## src/rtl/jellyvl_etherneco_rtt_monitor_if.sv

```systemverilog
// Returned-frame byte stream from the outer ring receive path into the RTT monitor.
interface jellyvl_etherneco_rtt_monitor_if;
  logic       first;
  logic       last;
  logic       valid;
  logic [7:0] data;
  logic       ready;

  modport master (output first, last, valid, data, input  ready);
  modport slave  (input  first, last, valid, data, output ready);
endinterface

```

## src/rtl/jellyvl_etherneco_rtt_monitor.sv

```systemverilog
// Ring round-trip-time monitor: timestamps a frame launch and its first returned beat.
// Optional min/max/count statistics are built when JELLYVL_ETHERNECO_RTT_STATS_EN is defined.
module jellyvl_etherneco_rtt_monitor #(
  parameter int unsigned TIMER_WIDTH    = 64,
  parameter int unsigned EXPECT_LENGTH  = 32,
  parameter int unsigned TIMEOUT_CYCLES = 100000
) (
  input  logic                          reset,
  input  logic                          clk,
  input  logic [TIMER_WIDTH-1:0]        current_time,
  input  logic                          start,
  jellyvl_etherneco_rtt_monitor_if.slave s_rx,
  output logic                          busy,
  output logic [TIMER_WIDTH-1:0]        m_rtt,
  output logic                          m_rtt_valid,
  output logic                          m_error,
  output logic                          m_timeout,
  output logic                          m_overrun,
  output logic [TIMER_WIDTH-1:0]        m_rtt_min,
  output logic [TIMER_WIDTH-1:0]        m_rtt_max,
  output logic [31:0]                   m_frame_count
);

  localparam logic [1:0] ST_IDLE = 2'd0;
  localparam logic [1:0] ST_WAIT = 2'd1;
  localparam logic [1:0] ST_RECV = 2'd2;

  localparam int unsigned       CYC_W      = $clog2(TIMEOUT_CYCLES + 1);
  localparam int unsigned       CNT_W      = $clog2(EXPECT_LENGTH + 2);
  localparam logic [CYC_W-1:0]  CYC_LAST   = CYC_W'(TIMEOUT_CYCLES - 1);
  localparam logic [CNT_W-1:0]  CNT_EXPECT = CNT_W'(EXPECT_LENGTH);
  localparam logic [CNT_W-1:0]  CNT_SAT    = CNT_W'(EXPECT_LENGTH + 1);

  logic [1:0]             state_q, state_d;
  logic [7:0]             seq_q, seq_d;
  logic [TIMER_WIDTH-1:0] t0_q, t0_d;
  logic [TIMER_WIDTH-1:0] t1_q, t1_d;
  logic [CYC_W-1:0]       cyc_q, cyc_d;
  logic [CNT_W-1:0]       cnt_q, cnt_d;
  logic                   seq_ok_q, seq_ok_d;
  logic                   ready_q;
  logic [TIMER_WIDTH-1:0] rtt_q, rtt_d;
  logic                   rtt_valid_q, rtt_valid_d;
  logic                   error_q, error_d;
  logic                   timeout_q, timeout_d;
  logic                   overrun_q, overrun_d;

  logic                   beat;
  logic [TIMER_WIDTH-1:0] t1_eff;
  logic [CNT_W-1:0]       cnt_eff;
  logic                   seq_ok_eff;

  always_comb begin
    state_d     = state_q;
    seq_d       = seq_q;
    t0_d        = t0_q;
    t1_d        = t1_q;
    cyc_d       = cyc_q;
    cnt_d       = cnt_q;
    seq_ok_d    = seq_ok_q;
    rtt_d       = rtt_q;
    rtt_valid_d = 1'b0;
    error_d     = 1'b0;
    timeout_d   = 1'b0;
    overrun_d   = 1'b0;

    beat = s_rx.valid & ready_q;
    // A first beat (re)starts capture, so a first&last single beat is evaluated with its own values.
    t1_eff     = s_rx.first ? current_time : t1_q;
    cnt_eff    = s_rx.first ? CNT_W'(1)
               : (cnt_q == CNT_SAT) ? cnt_q : cnt_q + CNT_W'(1);
    seq_ok_eff = s_rx.first ? (s_rx.data == seq_q) : seq_ok_q;

    if (start) begin
      overrun_d = (state_q != ST_IDLE);
      state_d   = ST_WAIT;
      seq_d     = seq_q + 8'd1;
      t0_d      = current_time;
      cyc_d     = '0;
    end else if (state_q != ST_IDLE) begin
      cyc_d = cyc_q + CYC_W'(1);
      if (cyc_q == CYC_LAST) begin
        timeout_d = 1'b1;
        state_d   = ST_IDLE;
      end else if (beat && (state_q == ST_RECV || s_rx.first)) begin
        state_d  = ST_RECV;
        t1_d     = t1_eff;
        cnt_d    = cnt_eff;
        seq_ok_d = seq_ok_eff;
        if (s_rx.last) begin
          state_d = ST_IDLE;
          if (cnt_eff == CNT_EXPECT && seq_ok_eff) begin
            rtt_valid_d = 1'b1;
            rtt_d       = t1_eff - t0_q;
          end else begin
            error_d = 1'b1;
          end
        end
      end
    end
  end

  always_ff @(posedge clk or negedge reset) begin
    if (!reset) begin
      state_q     <= ST_IDLE;
      seq_q       <= '0;
      t0_q        <= '0;
      t1_q        <= '0;
      cyc_q       <= '0;
      cnt_q       <= '0;
      seq_ok_q    <= 1'b0;
      ready_q     <= 1'b0;
      rtt_q       <= '0;
      rtt_valid_q <= 1'b0;
      error_q     <= 1'b0;
      timeout_q   <= 1'b0;
      overrun_q   <= 1'b0;
    end else begin
      state_q     <= state_d;
      seq_q       <= seq_d;
      t0_q        <= t0_d;
      t1_q        <= t1_d;
      cyc_q       <= cyc_d;
      cnt_q       <= cnt_d;
      seq_ok_q    <= seq_ok_d;
      ready_q     <= 1'b1;
      rtt_q       <= rtt_d;
      rtt_valid_q <= rtt_valid_d;
      error_q     <= error_d;
      timeout_q   <= timeout_d;
      overrun_q   <= overrun_d;
    end
  end

  assign s_rx.ready  = ready_q;
  assign busy        = (state_q != ST_IDLE);
  assign m_rtt       = rtt_q;
  assign m_rtt_valid = rtt_valid_q;
  assign m_error     = error_q;
  assign m_timeout   = timeout_q;
  assign m_overrun   = overrun_q;

`ifdef JELLYVL_ETHERNECO_RTT_STATS_EN
  logic [TIMER_WIDTH-1:0] rtt_min_q, rtt_min_d;
  logic [TIMER_WIDTH-1:0] rtt_max_q, rtt_max_d;
  logic [31:0]            frame_count_q, frame_count_d;

  // Statistics move on the same edge as m_rtt so they are current while m_rtt_valid is high.
  always_comb begin
    rtt_min_d     = rtt_min_q;
    rtt_max_d     = rtt_max_q;
    frame_count_d = frame_count_q;
    if (rtt_valid_d) begin
      if (rtt_d < rtt_min_q) rtt_min_d = rtt_d;
      if (rtt_d > rtt_max_q) rtt_max_d = rtt_d;
      if (frame_count_q != '1) frame_count_d = frame_count_q + 32'd1;
    end
  end

  always_ff @(posedge clk or negedge reset) begin
    if (!reset) begin
      rtt_min_q     <= '1;
      rtt_max_q     <= '0;
      frame_count_q <= '0;
    end else begin
      rtt_min_q     <= rtt_min_d;
      rtt_max_q     <= rtt_max_d;
      frame_count_q <= frame_count_d;
    end
  end

  assign m_rtt_min     = rtt_min_q;
  assign m_rtt_max     = rtt_max_q;
  assign m_frame_count = frame_count_q;
`else
  assign m_rtt_min     = '0;
  assign m_rtt_max     = '0;
  assign m_frame_count = '0;
`endif

endmodule

```

## src/flat_wrapper.sv

```systemverilog
// flat-port wrapper written by rule: the top's interface ports become plain ports
module jellyvl_etherneco_rtt_monitor_flat 
#(
  parameter int unsigned TIMER_WIDTH    = 64,
  parameter int unsigned EXPECT_LENGTH  = 32,
  parameter int unsigned TIMEOUT_CYCLES = 100000
)
  (reset, clk, current_time, start, busy, m_rtt, m_rtt_valid, m_error, m_timeout, m_overrun, m_rtt_min, m_rtt_max, m_frame_count, s_rx_first, s_rx_last, s_rx_valid, s_rx_data, s_rx_ready);
  jellyvl_etherneco_rtt_monitor_if s_rx_i ();
  input  logic reset;
  input  logic clk;
  input  logic [TIMER_WIDTH-1:0] current_time;
  input  logic start;
  output logic busy;
  output logic [TIMER_WIDTH-1:0] m_rtt;
  output logic m_rtt_valid;
  output logic m_error;
  output logic m_timeout;
  output logic m_overrun;
  output logic [TIMER_WIDTH-1:0] m_rtt_min;
  output logic [TIMER_WIDTH-1:0] m_rtt_max;
  output logic [31:0] m_frame_count;
  input wire logic [$bits(s_rx_i.first)-1:0] s_rx_first;
  input wire logic [$bits(s_rx_i.last)-1:0] s_rx_last;
  input wire logic [$bits(s_rx_i.valid)-1:0] s_rx_valid;
  input wire logic [$bits(s_rx_i.data)-1:0] s_rx_data;
  output wire logic [$bits(s_rx_i.ready)-1:0] s_rx_ready;
  assign s_rx_i.first = s_rx_first;
  assign s_rx_i.last = s_rx_last;
  assign s_rx_i.valid = s_rx_valid;
  assign s_rx_i.data = s_rx_data;
  assign s_rx_ready = s_rx_i.ready;
  jellyvl_etherneco_rtt_monitor #(.TIMER_WIDTH(TIMER_WIDTH), .EXPECT_LENGTH(EXPECT_LENGTH), .TIMEOUT_CYCLES(TIMEOUT_CYCLES)) u_core (.reset(reset), .clk(clk), .current_time(current_time), .start(start), .s_rx(s_rx_i), .busy(busy), .m_rtt(m_rtt), .m_rtt_valid(m_rtt_valid), .m_error(m_error), .m_timeout(m_timeout), .m_overrun(m_overrun), .m_rtt_min(m_rtt_min), .m_rtt_max(m_rtt_max), .m_frame_count(m_frame_count));
endmodule
```

## config.mk

```make
export PLATFORM = sky130hd
export DESIGN_NAME = jellyvl_etherneco_rtt_monitor_flat
export DESIGN_NICKNAME = d
export VERILOG_FILES = /design/src/rtl/jellyvl_etherneco_rtt_monitor_if.sv /design/src/rtl/jellyvl_etherneco_rtt_monitor.sv /design/src/flat_wrapper.sv
export SDC_FILE = /design/constraint.sdc
export NUM_CORES = 1
export LEC_CHECK = 0
export BUFFER_PORTS_ARGS = -buffer_cell sky130_fd_sc_hd__buf_2
export CORE_MARGIN = 2
export CORE_UTILIZATION = 30
export DETAILED_ROUTE_END_ITERATION = 7
export RECOVER_POWER = 25
export SLEW_MARGIN = 20
export SYNTH_ARGS = -nofsm -noshare
export SYNTH_HDL_FRONTEND = slang
export SYNTH_SLANG_ARGS = --single-unit
```

## constraint.sdc

```tcl
create_clock -name clk -period 4.1 [get_ports clk]
set_input_delay 0.41 -clock clk [delete_from_list [all_inputs] [get_ports clk]]
set_output_delay 0.41 -clock clk [all_outputs]
set_load 0.1 [all_outputs]
```

* After elaboration in Yosys (flattened, before gate mapping)
Index checks and enable logic that the tools add are counted.
Storage, ports and cells: input bits 78, register bits 231
Operators by class: equal/unequal tests 5, reductions and logical operators 9, mux-type cells 27, add/sub/neg operators 4, bitwise operators 3
Operators with widths (count):
- 64-bit 2-to-1 mux | 1
- 64-bit subtractor | 1
- 17-bit 2-to-1 mux | 2
- 17-bit by 1-bit adder with 17-bit output (second input constant) | 1
- 17-bit equality test (second input constant) | 1
- 1-bit 2-to-1 mux | 17
- 6-bit equality test (second input constant) | 2
- 6-bit 2-to-1 mux | 2
- 2-bit 2-to-1 mux | 5
- 8-bit by 1-bit adder with 8-bit output (second input constant) | 1
- 8-bit equality test | 1
- 6-bit by 1-bit adder with 6-bit output (second input constant) | 1
- 6-bit AND reduction | 1
- 4-bit AND reduction | 1
- 2-bit nonzero test | 2
- 3-bit nonzero test | 1
- 2-bit equality test (second input constant) | 1
- 1-bit logical AND | 2
- 1-bit inverter | 2
- 2-bit AND reduction | 1
- 1-bit AND | 1
- 1-bit logical OR | 1

* Longest topological paths before layout
Gate-level depths: netlist (run 1).
depth in word-level cells 11, mapped depth 16

* Worst setup path before layout (run 1)
Ideal clock, no wire load.
path kind input-to-reg, start point input port s_rx_first, end point register u_core.rtt_q[62] (netlist: u_core.m_rtt[62]), arrival 4086 ps, stages 15, library setup time 125 ps, setup slack -110 ps, buffers on the path 3, required time 3975 ps, cell sequence clkbuf_1 buf_1 buf_1 mux2_2 ha_1 and3_4 and2_4 a221o_1 a21o_1 a31oi_2 o21ai_2 a221o_2 a221oi_2 xor2_1 o21ai_1
On the way: elaborated cells between the ends (all ways) 9
RTL lines:
- start, declared | line flat_wrapper.sv:23 | input wire logic [$bits(s_rx_i.first)-1:0] s_rx_first;
- 64-bit 2-to-1 mux | line jellyvl_etherneco_rtt_monitor.sv:69 | t1_eff = s_rx.first ? current_time : t1_q;
- net u_core.t1_eff[44] | line jellyvl_etherneco_rtt_monitor.sv:49 | logic [TIMER_WIDTH-1:0] t1_eff;
- 64-bit subtractor | line jellyvl_etherneco_rtt_monitor.sv:94 | rtt_d = t1_eff - t0_q;
- end signal, assigned | line jellyvl_etherneco_rtt_monitor.sv:127 | rtt_q <= rtt_d;
- end, declared | line jellyvl_etherneco_rtt_monitor.sv:42 | logic [TIMER_WIDTH-1:0] rtt_q, rtt_d;
The timed path passes the listed nets, and every way through them passes these cells. A chain may end at the register's enable or synchronous reset.

* Worst setup path after layout (run 1)
start point register u_core.t1_q[1], end point register u_core.rtt_q[63] (netlist: u_core.m_rtt[63])
On the way: cells in the longest elaborated chain, start to end 2
RTL lines:
- start, declared | line jellyvl_etherneco_rtt_monitor.sv:37 | logic [TIMER_WIDTH-1:0] t1_q, t1_d;
- start signal, assigned | line jellyvl_etherneco_rtt_monitor.sv:122 | t1_q <= t1_d;
- 64-bit 2-to-1 mux | line jellyvl_etherneco_rtt_monitor.sv:69
- net u_core.t1_eff[1] | line jellyvl_etherneco_rtt_monitor.sv:49
- 64-bit subtractor | line jellyvl_etherneco_rtt_monitor.sv:94
The timed path passes the listed nets, and every way through them passes these cells.

==> flow_metrics.tcl, run 1 <==
set metrics [dict create \
    cts_buffers 29 \
    grt_pass1_vias 10900 \
    clkLatencyLatePin_ns 0.57 \
    wl_per_cell_um 15.6 \
    rows 81 \
    synth-edff-count 0 \
    yosysSeqAreaShare_pct 38.9 \
    power.density_nw_per_um2 545 \
    netlist_area_um2 14800 \
    async_flop_share_pct 100 \
    r2r_end "u_core.m_rtt[63]" \
    die_h_um 226 \
    antenna_found_initial 2 \
    start_kind "register" \
    track_usage_pct 14.6 \
    mostFrequentLayoutCell "dfrtp_1" \
    port_buffers 147 \
    drc_errors 0 \
    routed_wl_um 37600 \
    grt_overflow 0 \
    final_area_um2 16700 \
    drt_first_pass_iters 4 \
    grt_max_degree 102 \
    finalCriticalPeriod_ns 3.62 \
    fin_crit_sh_pct 88.2 \
    synth_ff_type "dfrtp_1" \
    critical_path_class "register to register" \
    io_pins 308 \
    r2r_start "u_core.t1_q[1]" \
    ctsLongestPathBuffers 3 \
    fin_setup_tns_ns 0 \
    clkTransAtPathRegs_ns 0.06 \
    gp_congestion 0.887 \
    tritoncts "yes" \
    p_leak_nw 8.10 \
    ys_types 79 \
    status "complete, but fails checks" \
    min_to "u_core.t0_q[15]" \
    layout.nets 1879 \
    hold_path_class "input port to register" \
    drv_slew 251 \
    syn_area_per_cell_um2 9.30 \
    max_slew_margin_pct -72.2 \
    start_util_pct 30.3 \
    drt_iter0_markers 615 \
    fillCellCount 5047 \
    vdd_drop_max_mv 0.337 \
    cts-resized-gates 0 \
    dp_hpwl_um 28400 \
    worstSetupEndpointType "register" \
    pre_cts_ws_ns 0.139 \
    finalHoldViolCount 0 \
    setup_viol 0 \
    worstRegToRegCells 13 \
    hold_depth 3 \
    ys_seq_elements 231 \
    worstPathRequired_ns 4.54 \
    placed_area_um2 15800 \
    fmax_mhz 276 \
    crit_arrival_ns 4.06 \
    vias 11200 \
    clock_sinks 231 \
    grt_first_pass_wirelength_um 59400 \
    critPathMaxFanout 6 \
    layout-drive-gt1-share_pct 21.9 \
    rsz0062_at_grt "false" \
    maxCapViolations 3 \
    coreArea_um2 49000 \
    area_growth_pct 12.6 \
    hp-start "current_time[15]" \
    setup_ws_ns 0.483 \
    cts_root_buffer "clkbuf_16" \
    cts.htree.levels 1 \
    antenna_left 0 \
    fin_skew_ns 0.0228 \
    syn_inst 1596 \
    vias_per_cell 4.66 \
    tightest_slew_ns 2.58 \
    layout_common_cells "dfrtp_1 (231), nand2_1 (191), o21ai_0 (165)" \
    violations "max-capacitance violations, max-slew violations" \
    die_x_um 226 \
    ff2ff_setup_slack_ns 0.48 \
    die_area_um2 51300 \
    yosysWarnings 0 \
]
registers in the layout, summed over array words and instances (netlist names):
name	flops
u_core.m_overrun	1
u_core.t1_q	64
u_core.state_q	2
u_core.seq_ok_q	1
u_core.t0_q	64
u_core.m_rtt	64
u_core.cnt_q	6
u_core.cyc_q	17
u_core.m_rtt_valid	1
u_core.s_rx.ready	1
u_core.m_error	1
u_core.seq_q	8
u_core.m_timeout	1
how the worst max path moves through the flow:
stage / startpoint / to / slack, ns
after floorplan: s_rx_first / u_core.m_rtt[62] / 0.02
after global placement: s_rx_first / u_core.m_rtt[52] / 0.11
after detailed placement: s_rx_first / u_core.m_rtt[52] / 0.14
after CTS: u_core.t1_q[1] / u_core.m_rtt[63] / 0.50
after global routing: u_core.t1_q[1] / u_core.m_rtt[63] / 0.28
final: u_core.t1_q[1] / u_core.m_rtt[63] / 0.48
timing repair:
action / 4_1_cts / 5_1_grt
hold buffers: 1 / 0
hold endpoints to repair: 93 / 0
setup buffers: 0 / 0
kinds of logic after synthesis:
| logic type | Yosys count | synth area share, % |
|---|---|---|
| compound gates | 387 | 16.0 |
| xor+xnor | 81 | 4.78 |
| fa+ha+maj | 68 | 5.78 |
| buf+inv | 313 | 12.4 |
| flops | 231 | 38.9 |
| mux | 131 | 9.90 |
| other cells | 2 | 0.0506 |
| simple gates | 383 | 12.2 |
layer usage:
layer	vias up	global-route usage, %	wire length, um
met5	-	0	0
met4	0	3.65	924
met3	47	1.89	1620
met2	301	23.6	17100
met1	5406	20.4	18000
li1	5495	-	-
cells in the mapped netlist (4+ instances only):
cell type | number | area (um^2)
o21ai_0 | 165 | 826
buf_2 | 4 | 20.0
a21boi_0 | 4 | 30.0
o21a_1 | 5 | 37.5
ha_1 | 67 | 838
nand4_1 | 26 | 163
nor4_1 | 6 | 37.5
a211oi_1 | 6 | 45.0
nand2_1 | 191 | 717
clkbuf_1 | 54 | 203
a21o_1 | 47 | 353
and3_1 | 15 | 93.8
mux2_2 | 127 | 1430
and2_1 | 6 | 37.5
xor2_1 | 38 | 333
nor2_1 | 47 | 176
nand3_1 | 24 | 120
buf_1 | 9 | 33.8
buf_6 | 5 | 56.3
inv_1 | 78 | 293
nand2b_1 | 11 | 68.8
xnor2_1 | 43 | 377
mux2i_1 | 4 | 40.0
o31ai_1 | 6 | 45.0
nor2b_1 | 7 | 43.8
o211ai_1 | 7 | 52.6
dfrtp_1 | 231 | 5780
buf_4 | 160 | 1200
or3_1 | 9 | 56.3
o21bai_1 | 11 | 82.6
o21ai_1 | 6 | 30.0
nor3_1 | 23 | 115
a21oi_1 | 79 | 395
a31oi_1 | 8 | 50.1
stage by stage:
step | utilization [%] | std cells | power [W] | hold slack [ns]
after global placement | 32.2 | 2365 | 0.00650 | 0.458
after detailed placement | 32.2 | 2365 | 0.00657 | 0.465
after CTS | 34.2 | 2415 | 0.00920 | 0.0338
after global routing | 34.1 | 2416 | 0.00967 | 0.0631
final | 34.1 | 2416 | 0.00912 | 0.0641
after floorplan | - | 1755 | 0.00584 | 0.114
worst max-delay path: stages, from the launching register on:
cell and delay, ns:
dfrtp_1 0.37, mux2i_1 0.16, inv_1 0.06, ha_1 0.28, nor2b_1 0.14, o31ai_1 0.44
a21oi_1 0.20, o311ai_1 0.38, nand3_2 0.20, a41oi_2 0.37, o21ai_2 0.23, a21oi_1 0.34
mux2i_1 0.23, nand3_1 0.08
where the power goes:
part	total [W]	leakage, nW	switching [W]	internal (W)
clock	0.00256	0.462	0.00102	0.00154
sequential	0.00283	2.97	0.000201	0.00263
combinational	0.00372	4.67	0.00238	0.00134
cell type report:
class | instances | area (um^2) | share of cell area, %
Clock buffer | 34 | 785 | 4.69
Clock inverter | 15 | 164 | 0.981
Inverter | 80 | 300 | 1.80
Sequential cell | 231 | 5780 | 34.6
Tap cell | 664 | 831 | 4.97
Antenna cell | 1 | 2.50 | 0.0150
Multi-Input combinational cell | 1211 | 7830 | 46.9
Timing Repair Buffer | 180 | 1020 | 6.09
Note: power is estimated with default switching activity, not from simulation.
==> inputs of run 2 (changes only) <==
--- a/config.mk
+++ b/config.mk
@@ -7,10 +7,13 @@
 export LEC_CHECK = 0
 export BUFFER_PORTS_ARGS = -buffer_cell sky130_fd_sc_hd__buf_2
 export CORE_MARGIN = 2
-export CORE_UTILIZATION = 30
+export CORE_UTILIZATION = 56
 export DETAILED_ROUTE_END_ITERATION = 7
+export PLACE_DENSITY = 0.81
 export RECOVER_POWER = 25
+export REMOVE_ABC_BUFFERS = 1
 export SLEW_MARGIN = 20
 export SYNTH_ARGS = -nofsm -noshare
 export SYNTH_HDL_FRONTEND = slang
 export SYNTH_SLANG_ARGS = --single-unit
+export TNS_END_PERCENT = 10
==> run 2 against run 1 <==
Compared with the run above: the flow still finishes with violations (max-capacitance violations, max-slew violations); clock power decreased by 13%; global-route usage grew 9.7 points; critical path depth up 1; worst hold slack better by 0.026 ns.
==> flow_metrics.tcl, run 2 (synthesized netlist as in run 1, its figures left out) <==
set metrics [dict create \
    layout.nets 1872 \
    vias 11500 \
    start_kind "input port" \
    area_growth_pct 8.67 \
    slowest_stage "a221o_2" \
    cp_cell_sequence "buf_4, buf_12, mux2_2, ha_1, a21oi_1, o211ai_1, a21boi_0, o22ai_1, nor3_4, o21ai_2, a221o_2, a221oi_2, xor2_1, o21ai_1" \
    hold_path_class "input port to register" \
    worstPathRequired_ns 4.51 \
    fmax_mhz 285 \
    cts_buffers 25 \
    ff2ff_setup_slack_ns 0.62 \
    port_buffers 147 \
    clkTransAtPathRegs_ns 0.07 \
    vias_per_cell 5.53 \
    antenna_left 0 \
    mostFrequentLayoutCell "dfrtp_1" \
    setup_viol 0 \
    drt_iter0_markers 738 \
    rsz0062_at_grt "false" \
    grt_max_degree 91 \
    wl_per_cell_um 16.5 \
    violations "max-capacitance violations, max-slew violations" \
    clkLatencyLatePin_ns 0.55 \
    worst_path_largest_cell_delay_ns 0.41 \
    clock_sinks 231 \
    fin_crit_sh_pct 85.6 \
    die_area_um2 27800 \
    crit_end "u_core.m_rtt[62]" \
    layout_common_cells "dfrtp_1 (231), nand2_1 (191), o21ai_0 (165)" \
    drv_slew 232 \
    tritoncts "yes" \
    coreArea_um2 26100 \
    crit_arrival_ns 3.92 \
    cts.htree.levels 1 \
    postCtsSetupRepairBufs 0 \
    fin_skew_ns 0.0253 \
    track_usage_pct 24.3 \
    grt_pass1_vias 11200 \
    fillCellCount 2233 \
    worstRegToRegCells 14 \
    dp_hpwl_um 25300 \
    total_power_w 0.00876 \
    critPathMaxFanout 29 \
    drt_first_pass_iters 5 \
    r2r_start "u_core.t1_q[1]" \
    critical_path_class "input port to register" \
    grt_first_pass_wirelength_um 56500 \
    status "complete, but fails checks" \
    routed_wl_um 34300 \
    power.density_nw_per_um2 543 \
    vdd_drop_max_mv 0.367 \
    start_util_pct 57.0 \
    cts_root_buffer "clkbuf_16" \
    grt_overflow 0 \
    layout-drive-gt1-share_pct 21.3 \
    maxCapViolations 3 \
    cts-resized-gates 0 \
    finalCriticalPeriod_ns 3.51 \
    rows 59 \
    max_slew_margin_pct -49.4 \
    ctsLongestPathBuffers 3 \
    p_leak_nw 8.02 \
    hp-start "current_time[35]" \
    tightest_slew_ns 2.24 \
    gp_congestion 0.914 \
    fin_setup_tns_ns 0 \
    die_x_um 167 \
    drc_errors 0 \
    finalHoldViolCount 0 \
    die_h_um 167 \
    r2r_end "u_core.m_rtt[55]" \
    io_pins 308 \
    worstSetupEndpointType "register" \
    antenna_found_initial 3 \
    startpoint "s_rx_first" \
]
==> run 2: cell count changes in the layout (fill, tap and decap cells not counted), moves of 2 or more <==
cell	previous run	this run
buf_4	28	26
bufinv_16	3	1
clkbuf_1	3	8
clkbuf_16	29	25
clkbuf_8	4	7
clkinv_2	7	3
clkinvlp_4	4	2
diode_2	1	3
==> run 2: power by group <==
part | internal (W) | total [W] | switching (W)
logic | 0.00133 | 0.00368 | 0.00235
registers | 0.00263 | 0.00284 | 0.000213
clock network | 0.00131 | 0.00224 | 0.000929
==> run 2: worst max-delay path, delay by kind of cell <==
family	cells	cell delay (ns)
AOI/OAI and AO/OA	8	1.73
buffers and inverters	2	0.55
muxes	1	0.37
adders and majority gates	1	0.37
and+or+nand+nor	1	0.27
xor gates and xnor gates	1	0.18
==> run 2: per-layer routing <==
metal / GRT usage [%] / vias to the layer above / share of wire [%]
li1: - / 5486 / -
met1: 32.5 / 5545 / 43
met2: 41.4 / 413 / 48
met3: 3.78 / 60 / 6.1
met4: 6.15 / 0 / 2.5
met5: 0 / - / 0
==> run 2: layout make-up <==
| type | count | area (um^2) | share of cell area [%] |
|---|---|---|---|
| clock inverters | 7 | 68.8 | 0.426 |
| clock buffers | 38 | 744 | 4.61 |
| flip-flops and latches | 231 | 5780 | 35.8 |
| well taps | 335 | 419 | 2.60 |
| diodes | 3 | 7.51 | 0.0465 |
| inverters | 80 | 300 | 1.86 |
| multi-input cells | 1211 | 7830 | 48.5 |
| repair buffers | 177 | 983 | 6.09 |
==> run 2: worst min-delay path by stage <==
stage / endpoint / cells past startpoint
floorplan: u_core.cnt_q[0] / 0
global route: u_core.t0_q[24] / 3
finish: u_core.t0_q[35] / 3
detailed placement: u_core.m_rtt[21] / 2
CTS: u_core.t0_q[32] / 3
global placement: u_core.m_rtt[9] / 1
==> run 2: per-stage QoR <==
| stage | hold slack, ns | util (%) | cells | worst slack [ns] | cell area, um^2 |
|---|---|---|---|---|---|
| 2_1_floorplan | 0.114 | - | 1522 | -2.54 | 13900 |
| 3_3_place_gp | 0.455 | 58.8 | 2033 | 0.190 | 15300 |
| 3_5_place_dp | 0.465 | 58.8 | 2033 | 0.0970 | 15300 |
| 4_1_cts | 0.0773 | 62.0 | 2079 | 0.637 | 16100 |
| 5_1_grt | 0.102 | 61.9 | 2081 | 0.301 | 16100 |
| 6_report | 0.0900 | 61.9 | 2082 | 0.589 | 16100 |
==> run 2: repair_timing <==
action | 4_1_cts | 5_1_grt
hold endpoints to repair | 87 | 0
hold buffers | 1 | 0
endpoints found under the setup margin | 0 | 0
